--- src/rtl/periph_regs.sv ---
`timescale 1ns/1ps
`default_nettype none
// +--------------------------------------------------------------------------+
// | periph_regs : UART / LED / interrupt register block, one-cycle reads.    |
// | Interrupt registers built only when PERIPH_REGS_IRQ_EN is defined. Rev 1.0|
// +--------------------------------------------------------------------------+
module periph_regs #(
  parameter int LED_W  = 4,
  parameter int IRQ_N  = 4,
  parameter int ADDR_W = 16
) (
  input  logic              clk,
  input  logic              rst,
  input  logic [7:0]        uart_status,
  input  logic [7:0]        uart_rcvd_byte,
  output logic [7:0]        uart_send_byte,
  output logic              uart_send_stb,
  output logic [7:0]        uart_cfg,
  output logic [LED_W-1:0]  led,
  input  logic [IRQ_N-1:0]  irq_src,
  output logic              irq,
  input  logic              wr_en,
  input  logic [3:0]        be,
  input  logic [ADDR_W-1:0] wr_addr,
  input  logic [31:0]       wdata,
  input  logic              rd_en,
  input  logic [ADDR_W-1:0] rd_addr,
  output logic [31:0]       rdata,
  output logic              rd_rdy
);

  localparam logic [ADDR_W-1:0] ADDR_UART     = ADDR_W'(32'h00);
  localparam logic [ADDR_W-1:0] ADDR_LED      = ADDR_W'(32'h04);
  localparam logic [ADDR_W-1:0] ADDR_IRQ_STAT = ADDR_W'(32'h08);
  localparam logic [ADDR_W-1:0] ADDR_IRQ_EN   = ADDR_W'(32'h0C);
  localparam logic [7:0]        CFG_RESET     = 8'h06;

  logic              wr_uart, wr_led;
  logic [7:0]        send_q, send_d, cfg_q, cfg_d;
  logic              stb_q, stb_d;
  logic [LED_W-1:0]  led_q, led_d;
  logic [31:0]       bmask, led_full;
  logic [31:0]       rd_val, rdata_q;
  logic              rd_rdy_q;
  logic [IRQ_N-1:0]  stat_rd, en_rd;
  logic              unused_ok;

  assign wr_uart = wr_en && (wr_addr == ADDR_UART);
  assign wr_led  = wr_en && (wr_addr == ADDR_LED);
  assign bmask   = {{8{be[3]}}, {8{be[2]}}, {8{be[1]}}, {8{be[0]}}};

  always_comb begin
    send_d   = send_q;
    cfg_d    = cfg_q;
    stb_d    = 1'b0;
    led_full = 32'(led_q);
    if (wr_uart && be[1]) begin
      send_d = wdata[15:8];
      stb_d  = 1'b1;
    end
    if (wr_uart && be[3]) cfg_d = wdata[31:24];
    if (wr_led) led_full = (led_full & ~bmask) | (wdata & bmask);
    led_d = led_full[LED_W-1:0];
  end

  // Read mux sees pre-write state, so a same-cycle write is not visible.
  always_comb begin
    rd_val = '0;
    case (rd_addr)
      ADDR_UART:     rd_val = {cfg_q, uart_rcvd_byte, send_q, uart_status};
      ADDR_LED:      rd_val = 32'(led_q);
      ADDR_IRQ_STAT: rd_val = 32'(stat_rd);
      ADDR_IRQ_EN:   rd_val = 32'(en_rd);
      default:       rd_val = '0;
    endcase
  end

  always_ff @(posedge clk) begin
    if (rst) begin
      send_q   <= '0;
      cfg_q    <= CFG_RESET;
      stb_q    <= 1'b0;
      led_q    <= '0;
      rdata_q  <= '0;
      rd_rdy_q <= 1'b0;
    end else begin
      send_q   <= send_d;
      cfg_q    <= cfg_d;
      stb_q    <= stb_d;
      led_q    <= led_d;
      rdata_q  <= rd_en ? rd_val : 32'h0;
      rd_rdy_q <= rd_en;
    end
  end

`ifdef PERIPH_REGS_IRQ_EN
  logic [IRQ_N-1:0] hist_q, armed_q, status_q, status_d, en_q, en_d, rise;
  logic             irq_q;

  // armed_q: source has been seen low since reset, so a level held high
  // through reset release cannot fake a rising edge.
  always_comb begin
    rise     = irq_src & ~hist_q & armed_q;
    status_d = status_q | rise;
    en_d     = en_q;
    if (wr_en && (wr_addr == ADDR_IRQ_STAT) && be[0])
      status_d = (status_q & ~wdata[IRQ_N-1:0]) | rise;
    if (wr_en && (wr_addr == ADDR_IRQ_EN) && be[0])
      en_d = wdata[IRQ_N-1:0];
  end

  always_ff @(posedge clk) begin
    if (rst) begin
      hist_q   <= '0;
      armed_q  <= ~irq_src;
      status_q <= '0;
      en_q     <= '0;
      irq_q    <= 1'b0;
    end else begin
      hist_q   <= irq_src;
      armed_q  <= armed_q | ~irq_src;
      status_q <= status_d;
      en_q     <= en_d;
      irq_q    <= |(status_q & en_q);
    end
  end

  assign irq       = irq_q;
  assign stat_rd   = status_q;
  assign en_rd     = en_q;
  assign unused_ok = ^{be, wdata, led_full};
`else
  assign irq       = 1'b0;
  assign stat_rd   = '0;
  assign en_rd     = '0;
  assign unused_ok = ^{be, wdata, led_full, irq_src};
`endif

  assign uart_send_byte = send_q;
  assign uart_send_stb  = stb_q;
  assign uart_cfg       = cfg_q;
  assign led            = led_q;
  assign rdata          = rdata_q;
  assign rd_rdy         = rd_rdy_q;

endmodule
`default_nettype wire

--- config.mk ---
export PLATFORM = sky130hd
export DESIGN_NAME = periph_regs
export DESIGN_NICKNAME = d
export VERILOG_FILES = /design/src/rtl/periph_regs.sv
export SDC_FILE = /design/constraint.sdc
export NUM_CORES = 1
export LEC_CHECK = 0
export BUFFER_PORTS_ARGS = -buffer_cell sky130_fd_sc_hd__buf_2
export CAP_MARGIN = 10
export CORE_UTILIZATION = 40
export CTS_BUF_LIST = sky130_fd_sc_hd__clkbuf_2
export DETAILED_ROUTE_END_ITERATION = 8
export HOLD_SLACK_MARGIN = 0.08
export MAX_ROUTING_LAYER = met4
export PLACE_DENSITY = 0.87
export SLEW_MARGIN = 20
export SYNTH_ARGS = -nofsm -noshare
export SYNTH_HDL_FRONTEND = slang
export SYNTH_SLANG_ARGS = --single-unit
--- constraint.sdc ---
create_clock -name clk -period 1.9 [get_ports clk]
set_clock_uncertainty 0.1 [all_clocks]
set_input_delay 0.38 -clock clk [delete_from_list [all_inputs] [get_ports clk]]
set_output_delay 0.38 -clock clk [all_outputs]
set_load 0.02 [all_outputs]
Yosys cells after proc, flatten, opt, wreduce, memory -nomap -nowiden
Index checks and enable logic that the tools add are counted.
{"block": "word_totals", "ff_bits": 54, "input_bits": 92, "output_inout_bits": 55, "word_cells": 22}
{"block": "op_classes", "eq_ne": 2, "mux": 2, "n_bitwise": 5, "reduce_logical": 7}
{"operator": "$pmux W32 S2", "n": 1}
{"operator": "$eq A16 B3 Y1 const B", "n": 2}
{"operator": "$logic_not A16 Y1", "n": 2}
{"operator": "$and A4 B4 Y4", "n": 2}
{"operator": "$logic_and A1 B1 Y1", "n": 4}
{"operator": "$not A4 Y4", "n": 1}
{"operator": "$or A4 B4 Y4", "n": 1}
{"operator": "$reduce_or A2 Y1", "n": 1}
{"operator": "$mux W1", "n": 1}
{"operator": "$not A1 Y1", "n": 1}

Depth between registers and ports, before layout
Gate-level depths: netlist of the first run.
{"block": "depth", "depth_word": 4, "mapped_depth": 5, "mapped_depth_nobuf": 4}

Worst setup path before layout of the first run
OpenSTA, ideal clock, no wires.
{"block": "synth_timing", "kind": "input-to-reg", "start": "in wr_addr[5]", "end": "reg send_q[1], in the netlist uart_send_byte[1]", "setup_ps": 132, "arrival_time_ps": 1304, "required_ps": 1668, "setup_slack_ps": 364, "cell_stages": 5, "n_path_buf": 1, "cell_sequence": "nor4b_2 -> nand4_2 -> clkbuf_1 -> o21ai_0 -> a21oi_1"}
{"block": "synth_between", "elab_chain_cells": 3}
{"item": "start, declared", "line": "24", "source": "input logic [ADDR_W-1:0] wr_addr,"}
{"item": "$logic_not A16 Y1", "line": "48", "source": "assign wr_uart = wr_en && (wr_addr == ADDR_UART);"}
{"item": "$logic_and A1 B1 Y1", "line": "48"}
{"item": "$logic_and A1 B1 Y1", "line": "57", "source": "if (wr_uart && be[1]) begin"}
{"item": "end signal, assigned", "line": "87", "source": "send_q <= send_d;"}
{"item": "end, declared", "line": "39", "source": "logic [7:0] send_q, send_d, cfg_q, cfg_d;"}
No other way between the ends.
A chain may end at the register's enable or synchronous reset.

Final worst setup path of the first run
{"block": "layout_timing", "start": "in rst", "end": "reg rdata_q[27], in the netlist rdata[27]"}
{"block": "layout_between", "elab_chain_cells": 1}
{"item": "start, declared", "line": "13", "source": "input logic rst,"}
{"item": "$reduce_or A2 Y1 (no line)"}
{"item": "end signal, assigned", "line": "91", "source": "rdata_q <= rd_en ? rd_val : 32'h0;"}
{"item": "end, declared", "line": "43", "source": "logic [31:0] rd_val, rdata_q;"}
No other way between the ends.

==> flow_summary_export.csv, run 1 <==
group,metric,value,unit
run_status,status,"finished, violations left",
run_status,failed_checks,"design-rule violations",
route,routed_wl,5.34,mm
sta,setup_slack,0.253,ns
setup_path,cp_cell_sequence,"dlygate4sd3_1 > buf_2 > nor2b_1 > nand3_1 > nor3_4 > buf_12 > and2_1",
logic_synthesis,synth_flop_cell,"dfxtp_1",
cells_and_area,fin_area,3020,µm²
route,vias_per_cell,4.75,
clocking,cts_made_buffers,5,
sta,holdWs,0.167,ns
logic_synthesis,synth_area,1880,µm²
setup_path,critPathCaptureType,"flop",
cells_and_area,drive_gt1_frac,0.429,
logic_synthesis,ys_types,25,
floorplan,initial_core_util,0.422,
floorplan,io_pins,147,
logic_synthesis,ys_seq_elements,54,
cells_and_area,final_core_util,0.680,
floorplan,placementRows,24,
sta,fin_crit_sh,0.867,
clocking,cts.sinks,54,
placed_design,placement.io_buffers,128,
route,vias,1919,
clocking,postCtsSetupBuffers,0,
global_route,grt_pass1_vias,1807,
placed_design,dp_hpwl,3.36,mm
global_route,antenna_found_initial,0,
clocking,htree_levels,2,
route,detail-route-antenna-nets,0,
clocking,clock_latency,0.42,ns
logic_synthesis,synthArstFlopShare,0,
floorplan,die_h,70.5,µm
route,drc,24,
logic_synthesis,synth_most_common_cell,"dfxtp_1",
logic_synthesis,synth_top_area_share,0.576,
logic_synthesis,yosysTopAreaCell,"dfxtp_1",
setup_path,crit_fanout,32,
cells_and_area,seqCellArea,1080,µm²
setup_path,worst-setup-path-type,"input port to flop",
clocking,cts_buffer_depth,2,
placed_design,dp_slack,0.167,ns
sta,relSlewSlack,0.577,
placed_design,gp_congestion,0.758,
cells_and_area,final_cells,404,
route,drtIter0Drc,94,
pwr,p_leak,1.47,nW
placed_design,dp.cells,357,
job,drv_cap,0,
setup_path,cp_top_family,"buffers and inverters",
clocking,cts_hold_buf,38,
logic_synthesis,synthTopCellsByCount,"54 x dfxtp_1, 28 x and2_1, 18 x a21oi_1, 18 x o21ai_0, 15 x nand3_1",
floorplan,die_x,70.5,µm
floorplan,dieArea,4970,µm²
sta,fin_setup_tns,0,ns
floorplan,core_area,4440,µm²
sta,setup_viol,0,
setup_path,worst_ep_required_time,2.18,ns
setup_path,slowest_delay,0.54,ns
global_route,grt_use_total,0.223,
global_route,grt_overflow,0,
route,first_pass_iters,6,
cells_and_area,syn_to_final_growth,61.1,%
sta,hold_violations,0,
global_route,grt_max_degree,33,
route,wl_per_cell,13.2,µm
placed_design,placed_area,2560,µm²
logic_synthesis,syn_inst,183,
logic_synthesis,synth_fp_nets,275,
logic_synthesis,synth_edf_count,0,
setup_path,cpMaxStageDelayCell,"dlygate4sd3_1",
sta,max_freq,0.607,GHz
cells_and_area,n_antenna_cell,0,
pwr,power.density,635,nW/µm²
logic_synthesis,syn_avg_cell_area,10.3,µm²
clocking,cts_tree,"built",
clocking,cts-resized-gates,0,
setup_path,crit_buf_inv,3,
sta,tightestPinTransition,0.634,ns
setup_path,crit_arrival,1.92,ns
global_route,grt_pass1_wl,8.16,mm
cells_and_area,multiInputGateArea,713,µm²
sta,slew_violations,0,
cells_and_area,finalNetCount,443,
min_path,hold_class,"input port to flop",
cells_and_area,nFillCells,339,
logic_synthesis,yosys-top-cells-area,"dfxtp_1 58%, and2_1 9.3%, a21oi_1 4.8%",
clocking,clkTransAtPathRegs,0.29,ns
logic_synthesis,ys_seq_area_frac,0.576,
setup_path,worstSetupStartpointType,"input port",
pwr,max-vdd-ir-drop,441,µV
sta,rsz0062_at_grt,"no",
sta,fin_crit,1.65,ns
clocking,cts-root-buf,"clkbuf_2",
pwr,power.total,1.92,mW
logic_synthesis,yosys_warnings,0,
worst min-delay path, delay by kind of cell:
family          cells  cell delay (ns)
compound gates      1             0.06
simple gates        1             0.11
buf+inv             1             0.16
flip-flops by register name, summed over array words and instances (netlist names), named ones only:
register        cells
uart_cfg            8
rdata              32
uart_send_byte      8
rd_rdy              1
uart_send_stb       1
area by class of cell:
cell class / instances / share of cell area
inverters: 1 / 0.00124
well taps: 52 / 0.0215
clock buffers: 5 / 0.00827
clock inverters: 3 / 0.0157
multi-input cells: 116 / 0.236
flip-flops and latches: 54 / 0.357
repair buffers: 173 / 0.360
placed cells by master, fill, tap and decap left out, drive strengths merged, types with 4 or more instances in the layout:
| cell | n |
|---|---|
| buf | 134 |
| o21ai | 18 |
| dlygate4sd3 | 39 |
| and2 | 28 |
| nand2 | 4 |
| nor2 | 5 |
| clkbuf | 5 |
| nand3 | 15 |
| a21oi | 18 |
| nand4 | 5 |
| a22o | 4 |
| nor4 | 6 |
| dfxtp | 54 |
power by group:
part           switching, mW  internal [mW]  leakage, nW
sequential          0.000237           1.14        0.435
combinational         0.0675          0.116        0.994
clock                  0.366          0.230       0.0436
per-layer routing:
metal,wire length [µm],share of wire,GRT usage,up-vias
met4,28,0.0052,0.0612,0
li1,-,-,-,965
met3,361,0.068,0.0433,2
met2,2880,0.54,0.428,92
met5,0,0,-,-
met1,2070,0.39,0.227,860
worst paths after layout:
kind / from / endpoint / slack, ns / depth (start not counted)
worst min-delay path: wr_addr[2] / flop / 0.17 / 3
worst max-delay path: rst / rdata[27] / 0.25 / 7
worst min register to register: uart_send_byte[2] / rdata[10] / 0.39 / 1
worst max register to register: flop / flop / 1.10 / 2
kinds of logic (layout without fill, tap and decap cells):
group           after synthesis  after routing  share of synthesized area
compound gates               40             40                      0.115
buf+inv                      13            182                     0.0440
flops                        54             54                      0.576
mux                           2              2                     0.0107
other cells                   1              1                    0.00200
simple gates                 73             73                      0.253
No activity file was read; power rests on OpenSTA's default activity.
==> inputs of run 2 (changes only) <==
==> constraint.sdc (replaced) <==
create_clock -name clk -period 1.8 [get_ports clk]
set_clock_uncertainty 0.1 [all_clocks]
set_input_delay 0.36 -clock clk [delete_from_list [all_inputs] [get_ports clk]]
set_output_delay 0.36 -clock clk [all_outputs]
set_load 0.02 [all_outputs]
==> run 2 against run 1 <==
Net effect: cell area up 1.3%; global-route usage up 0.35 points; non-clock buffer count up 5; largest cell class unchanged; critical path type unchanged; the flow still finishes with violations (design-rule violations).
==> flow_summary_export.csv, run 2 (same netlist as run 1, synthesis figures left out) <==
group,metric,value,unit
floorplan,initial_core_util,0.422,
run_status,status,"finished, violations left",
setup_path,slowest_delay,0.57,ns
cells_and_area,nFillCells,349,
global_route,grt_use_total,0.226,
cells_and_area,syn_to_final_growth,63.3,%
pwr,p_leak,1.49,nW
cells_and_area,finalNetCount,448,
setup_path,cpMaxStageDelayCell,"dlygate4sd3_1",
setup_path,worst_ep_required_time,2.11,ns
cells_and_area,largest_register_ff_count,32,
setup_path,worstSetupStartpointType,"input port",
clocking,cts-root-buf,"clkbuf_2",
route,wl_per_cell,13.4,µm
min_path,hold_class,"input port to flop",
setup_path,worst-setup-path-type,"input port to flop",
clocking,htree_levels,2,
clocking,clock_latency,0.44,ns
route,first_pass_iters,6,
run_status,failed_checks,"design-rule violations",
setup_path,crit_arrival,2.06,ns
cells_and_area,final_cell_mix,"128 x buf_2, 54 x dfxtp_1, 40 x dlygate4sd3_1",
route,vias,1964,
cells_and_area,drive_gt1_frac,0.431,
placed_design,dp_hpwl,3.52,mm
sta,fin_setup_tns,0,ns
route,routed_wl,5.48,mm
pwr,max-vdd-ir-drop,305,µV
min_path,whs_path_depth,3,
global_route,gr-max-usage-layer,"met2",
clocking,cts.sinks,54,
global_route,grt_pass1_vias,1900,
route,detail-route-antenna-nets,0,
floorplan,io_pins,147,
clocking,cts_tree,"built",
floorplan,placementRows,24,
sta,setup_slack,0.0517,ns
floorplan,dieArea,4970,µm²
global_route,met2_usage,0.436,
route,drtIter0Drc,70,
route,vias_per_cell,4.80,
floorplan,die_x,70.5,µm
setup_path,worstRegToRegCells,2,
placed_design,gp_congestion,0.747,
sta,fin_crit,1.75,ns
global_route,met1_usage,0.229,
sta,slew_violations,0,
global_route,antenna_found_initial,0,
floorplan,core_area,4440,µm²
global_route,grt_pass1_wl,8.44,mm
sta,holdWs,0.160,ns
cells_and_area,final_common_cell,"buf_2",
global_route,grtUsageMet3,0.0462,
cells_and_area,n_antenna_cell,0,
sta,fin_crit_sh,0.971,
pwr,power.density,617,nW/µm²
setup_path,cp_cell_sequence,"buf_2 > nor4_2 > and4_1 > buf_4 > nand4_1 > dlygate4sd3_1 > a21oi_1",
floorplan,die_h,70.5,µm
clocking,postCtsSetupBuffers,0,
route,drc,24,
clocking,cts_made_buffers,5,
global_route,grt_overflow,0,
global_route,grt_max_degree,24,
job,drv_cap,0,
clocking,clkTransAtPathRegs,0.29,ns
setup_path,critPathCaptureType,"flop",
setup_path,crit_fanout,13,
sta,max_freq,0.572,GHz
sta,setup_viol,0,
sta,hold_violations,0,
placed_design,placement.io_buffers,128,
clocking,cts_buffer_depth,2,
placed_design,dp_slack,0.0976,ns
-- run 2: cell count changes in the layout (fill, tap and decap cells not counted) --
| cell | previous run | this run |
|---|---|---|
| buf_4 | 5 | 9 |
| bufinv_16 | 1 | 0 |
| clkinv_1 | 0 | 1 |
| clkinv_4 | 1 | 2 |
| dlygate4sd3_1 | 39 | 40 |
| inv_6 | 1 | 0 |
| nor4_2 | 5 | 3 |
| nor4_4 | 0 | 2 |
| nor4b_2 | 1 | 0 |
| nor4b_4 | 0 | 1 |
-- run 2: cell type report --
cell class              count  area [µm²]  area share
repair buffers            178        1130       0.368
flip-flops and latches     54        1080       0.353
multi-input cells         116         739       0.241
well taps                  52        65.1      0.0212
clock buffers               5        25.0     0.00817
clock inverters             3        21.3     0.00694
inverters                   1        3.75     0.00122
-- run 2: power breakdown --
part           switching (mW)  internal (mW)
Combinational          0.0798          0.129
Clock                   0.381         0.0977
Sequential           0.000201           1.20
Total                   0.461           1.43
-- run 2: metrics by stage --
stage	cells	instance area, µm²	utilization	power (mW)
CTS	408	3030	0.681	1.89
floorplan	183	1880	-	1.26
global route	409	3060	0.689	1.97
detailed placement	361	2590	0.583	1.35
global placement	361	2590	0.583	1.35
finish	409	3060	0.689	1.89
-- run 2: layer usage --
layer  up-vias  share of wire  wire, µm
li1        971              -         -
met1       903           0.39      2160
met2        85           0.53      2910
met3         5          0.063       347
met4         0          0.010        55
met5         -              0         0
-- run 2: critical path: cells and delay by family --
kind | cells | cell delay, ns
buffers and inverters | 3 | 0.87
AOI/OAI and AO/OA | 1 | 0.14
and+or+nand+nor | 3 | 0.67
-- run 2: what timing repair did --
action / CTS / global route
hold buffers: 39 / 1
endpoints found under the setup margin: 0 / 1
endpoints found under the hold margin: 37 / 1
resized for setup: 0 / 3
-- run 2: final timing paths --
path / end / slack [ns] / start
min reg2reg: rdata[10] / 0.39 / uart_send_byte[2]
max reg2reg: flop / 1.02 / flop
min: flop / 0.16 / wr_addr[2]
max: flop / 0.05 / wr_addr[1]
